### src/rtl/ysyx_24100005_ifu.sv
// Multi-cycle instruction fetch unit: owns the PC, fetches one word per trip and hands it to the datapath.
// Define IFU_PERF_EN to build the fetch and memory-stall performance counters.
module ysyx_24100005_ifu #(
   parameter int              XLEN     = 32,
   parameter logic [XLEN-1:0] RESET_PC = 'h8000_0000
) (
   input  logic            clk,
   input  logic            rst,
   output logic            req_valid,
   input  logic            req_ready,
   output logic [XLEN-1:0] req_addr,
   input  logic            resp_valid,
   input  logic [31:0]     resp_rdata,
   input  logic            resp_err,
   output logic            inst_valid,
   input  logic            inst_ready,
   output logic [31:0]     inst,
   output logic [XLEN-1:0] pc,
   input  logic [XLEN-1:0] npc,
   output logic            fetch_err,
   output logic [31:0]     perf_fetch_cnt,
   output logic [31:0]     perf_stall_cnt
);

   localparam logic [31:0] EBREAK = 32'h0010_0073;

   typedef enum logic [1:0] {IDLE, REQ, WAIT, HOLD} state_t;

   state_t state, state_nxt;
   logic   resp_fire;
   logic   inst_fire;

   always_ff @(posedge clk or negedge rst) begin
      if (!rst) state <= IDLE;
      else      state <= state_nxt;
   end

   // Handshake outputs come from the state alone, so no input reaches an output combinationally.
   always_comb begin
      state_nxt  = state;
      req_valid  = 1'b0;
      inst_valid = 1'b0;
      unique case (state)
         IDLE: state_nxt = REQ;
         REQ: begin
            req_valid = 1'b1;
            if (req_ready) state_nxt = WAIT;
         end
         WAIT: if (resp_valid) state_nxt = HOLD;
         HOLD: begin
            inst_valid = 1'b1;
            if (inst_ready) state_nxt = REQ;
         end
         default: state_nxt = IDLE;
      endcase
   end

   assign req_addr  = pc;
   assign resp_fire = (state == WAIT) && resp_valid;
   assign inst_fire = (state == HOLD) && inst_ready;

   // A faulting fetch delivers ebreak; a misaligned npc is forced onto a word boundary.
   always_ff @(posedge clk or negedge rst) begin
      if (!rst) begin
         pc        <= RESET_PC;
         inst      <= '0;
         fetch_err <= 1'b0;
      end else begin
         if (resp_fire) inst <= resp_err ? EBREAK : resp_rdata;
         if (inst_fire) pc <= {npc[XLEN-1:2], 2'b00};
         if ((resp_fire && resp_err) || (inst_fire && (npc[1:0] != 2'b00))) fetch_err <= 1'b1;
      end
   end

`ifdef IFU_PERF_EN
   logic [31:0] fetch_cnt;
   logic [31:0] stall_cnt;

   always_ff @(posedge clk or negedge rst) begin
      if (!rst) begin
         fetch_cnt <= '0;
         stall_cnt <= '0;
      end else begin
         if (inst_fire) fetch_cnt <= fetch_cnt + 32'd1;
         if ((state == WAIT) && !resp_valid) stall_cnt <= stall_cnt + 32'd1;
      end
   end

   assign perf_fetch_cnt = fetch_cnt;
   assign perf_stall_cnt = stall_cnt;
`else
   assign perf_fetch_cnt = 32'h0;
   assign perf_stall_cnt = 32'h0;
`endif

endmodule

### config.mk
export PLATFORM = sky130hd
export DESIGN_NAME = ysyx_24100005_ifu
export DESIGN_NICKNAME = d
export VERILOG_FILES = /design/src/rtl/ysyx_24100005_ifu.sv
export SDC_FILE = /design/constraint.sdc
export NUM_CORES = 1
export LEC_CHECK = 0
export ABC_AREA = 1
export BUFFER_PORTS_ARGS = -buffer_cell sky130_fd_sc_hd__buf_4
export CAP_MARGIN = 20
export CORE_ASPECT_RATIO = 1.1
export CORE_MARGIN = 1
export CORE_UTILIZATION = 38
export DETAILED_ROUTE_END_ITERATION = 8
export HOLD_SLACK_MARGIN = 0.05
export PLACE_DENSITY = 0.77
export SLEW_MARGIN = 20
export SYNTH_ARGS = -nofsm -noshare
export SYNTH_HDL_FRONTEND = slang
export SYNTH_SLANG_ARGS = --single-unit
### constraint.sdc
create_clock -name clk -period 1.15 [get_ports clk]
set_input_delay 0 -clock clk [delete_from_list [all_inputs] [get_ports clk]]
set_output_delay 0 -clock clk [all_outputs]
set_load 0.01 [all_outputs]
==> reports/summary.json <==
{
  "status": "finished, violations left",
  "violations_in_the_final_reports": "negative setup slack",
  "critical_path.cell_chain": "buf_6 -> inv_4 -> ha_4 -> nand2_8 -> clkbuf_16 -> nand2_4 -> o21ai_2",
  "clockRootBuffer": "sky130_fd_sc_hd__clkbuf_8",
  "start_util_pct": 39.28,
  "initialDrtViolationCount": 57,
  "grt_setup_unrepaired": "true",
  "core_area_sq_mm": 0.008919,
  "dp.cells": 637,
  "global_route_track_usage_on_met1_pct": 22.89,
  "cts-root-to-sink-buffers": 2,
  "synth-seq-area-share_pct": 46.46,
  "timing.critical_path.slowest_stage_cell": "sky130_fd_sc_hd__dfrtp_1",
  "global_route.usage.met2_pct": 43.44,
  "slowest_delay_ns": 0.40,
  "timing.critical_path.arrival_ns": 1.57,
  "antenna_left": 0,
  "postSynth.asyncResetShare_pct": 100.0,
  "grt_first_pass_wirelength_mm": 16.68,
  "final_nets": 701,
  "numClockSinks": 65,
  "tritoncts": "done",
  "routed_wire_length_per_instance_um": 15.56,
  "detail_route.wirelength_mm": 11.57,
  "synth_ff_type": "sky130_fd_sc_hd__dfrtp_1",
  "firstDrtPassIters": 4,
  "grt_usage_pct": 23.26,
  "grt_start_max_net_pins": 31,
  "ir_drop_mv": 0.9366,
  "initial_antenna_violation_count": 0,
  "yosysTopAreaCell": "sky130_fd_sc_hd__dfrtp_1",
  "grt_pass1_vias": 3361,
  "io_buffers": 164,
  "timing.clock.skew_ns": 0.007945,
  "chipHeight_um": 102.7,
  "layout_common_cells": "sky130_fd_sc_hd__buf_4 (166), sky130_fd_sc_hd__nand2_1 (83), sky130_fd_sc_hd__dlygate4sd3_1 (71), sky130_fd_sc_hd__conb_1 (68), sky130_fd_sc_hd__dfrtp_1 (64)",
  "layout-drive-gt1-share_pct": 51.75,
  "detailedPlacementHpwl_mm": 6.134,
  "leakagePower_nw": 3.247,
  "critical_path.endpoint_type": "register",
  "areaGrowthSynthToFinish_pct": 78.04,
  "syn-instance-count": 393,
  "p_total_mw": 13.96,
  "timing.final.ws_setup_ns": -0.1860,
  "area_of_all_sequential_standard_cells_sq_mm": 0.001628,
  "netlist.area_leader.share_pct": 45.71,
  "fin_hold_ws_ns": 0.07115,
  "die-area_sq_mm": 0.009608,
  "syn-cell-area_sq_mm": 0.003503,
  "timing.critical_path.fanout_max": 7,
  "largest_cells_by_area_after_synthesis": "sky130_fd_sc_hd__dfrtp_1 (46%), sky130_fd_sc_hd__buf_4 (22%), sky130_fd_sc_hd__nand2_1 (17%)",
  "via_count": 3333,
  "cts.reportedPaths.clkPinSlew_ns": 0.07,
  "synth_cell_types": 19,
  "post_synth.cell_area_avg_sq_um": 8.914,
  "synth.ff_latch_count": 65,
  "area_of_the_multi_input_gates_sq_mm": 0.001674,
  "final_common_cell": "sky130_fd_sc_hd__buf_4",
  "viasPerCell": 4.480,
  "busiest_layer": "met2",
  "chipWidth_um": 93.55,
  "grt.met3_usage_pct": 7.891,
  "slew_violations": 0,
  "final-instance-count-excl-fill": 744,
  "critPathKind": "register to register",
  "cp-start-kind": "register",
  "detail_route.drc_violations": 0,
  "clock_insertion_delay_worst_skew_ns": 0.34,
  "congestion_overflow_gr": 0,
  "max_cap_violations": 0,
  "holdCritPathClass": "primary input to register",
  "final.period_utilization_pct": 116.2,
  "power.density_cell_area_mw_per_mm2": 2238,
  "synth-warning-count": 0,
  "final.min_clock_period_ns": 1.336,
  "globalplace.congestion": 0.7558,
  "number_of_failing_setup_endpoints_in_the_final_timing_report": 67,
  "top_level_ports": 233,
  "max_freq_mhz": 748.5,
  "critPathRequiredTime_ns": 1.39,
  "finalHoldViolCount": 0,
  "cts_buffers": 9,
  "synth-edff-count": 0,
  "n_fill_cell": 599,
  "antenna_cells": 0,
  "cts_h_tree_depth": 3,
  "rows": 36
}
==> cell families (layout without fill, tap and decap cells) <==
family	after synthesis	count (layout)	synth area share (%)
compound gates	33	33	7.714
fa+ha+maj	4	4	1.429
simple gates	168	169	18.54
buf+inv	122	291	25.75
flops	65	65	46.46
other cells	1	68	0.1070
==> stage by stage <==
step	area, sq um	TNS [ns]	util [%]	setup WS, ns
2_1_floorplan	3764	-0.001041	-	-0.0005206
3_3_place_gp	4423	-0.3822	49.59	-0.03167
3_5_place_dp	4423	-1.871	49.59	-0.05566
4_1_cts	5847	-8.472	65.56	-0.1509
5_1_grt	6237	-13.74	69.94	-0.2486
6_report	6237	-10.27	69.94	-0.1860
==> layer usage <==
layer | routed length (um) | up-vias
li1 | - | 1517
met1 | 4135 | 1581
met3 | 963 | 46
met2 | 5968 | 189
met5 | 0 | -
met4 | 505 | 0
==> synth_stat cells, types with 2 or more instances <==
cell type,count
sky130_fd_sc_hd__buf_2,3
sky130_fd_sc_hd__buf_6,6
sky130_fd_sc_hd__o21ai_2,28
sky130_fd_sc_hd__nand2_1,156
sky130_fd_sc_hd__buf_4,104
sky130_fd_sc_hd__inv_1,7
sky130_fd_sc_hd__o21ai_1,4
sky130_fd_sc_hd__nand4_1,2
sky130_fd_sc_hd__nor2_1,6
sky130_fd_sc_hd__ha_1,4
sky130_fd_sc_hd__nand3_1,2
sky130_fd_sc_hd__dfrtp_1,64
==> report_power, final <==
part	internal (mW)	switching [mW]	total, mW
sequential	3.25	1.04	4.28
combinational	4.23	3.57	7.79
clock	1.03	0.846	1.88
==> registers in the layout, summed over array words and instances (netlist names) <==
register and flops:
inst 32, pc 30, state 2, fetch_err 1
==> critical path: cells and delay by family (launching register included) <==
family                     cells  cell delay, ns
DFF                            1            0.40
buffers and inverters          3            0.40
adders and majority gates      1            0.21
and+or+nand+nor                2            0.18
AOI/OAI and AO/OA              1            0.04
==> layout make-up <==
cell class                      instances  share of cell area, %
Timing Repair Buffer                  268                  41.00
Multi-Input combinational cell        274                  26.84
Sequential cell                        65                  26.10
Tap cell                              114                  2.287
Clock buffer                           11                  2.267
Inverter                                9                 0.8225
Clock inverter                          3                 0.6820
==> final timing paths <==
check | start | slack (ns) | cells after the start | endpoint
max | state[0] | -0.19 | 7 | inst[23]
max in group asynchronous | rst | 0.51 | 3 | inst[19]
min reg2reg | inst[8] | 0.49 | 2 | inst[8]
max reg2reg | state[0] | -0.19 | 7 | inst[23]
min | req_ready | 0.07 | 5 | state[0]
min in group asynchronous | rst | 0.13 | 2 | inst[16]
==> timing repair <==
| item | CTS | global route |
|---|---|---|
| resized for setup | 68 | 81 |
| buffers inserted | 9 | 0 |
| endpoints found under the hold margin | 128 | 1 |
| hold buffers | 70 | 1 |
| pin swaps | 11 | 18 |
| cloned | 9 | 6 |
| setup endpoints to repair | 66 | 67 |
No activity file was read; power rests on OpenSTA's default activity.
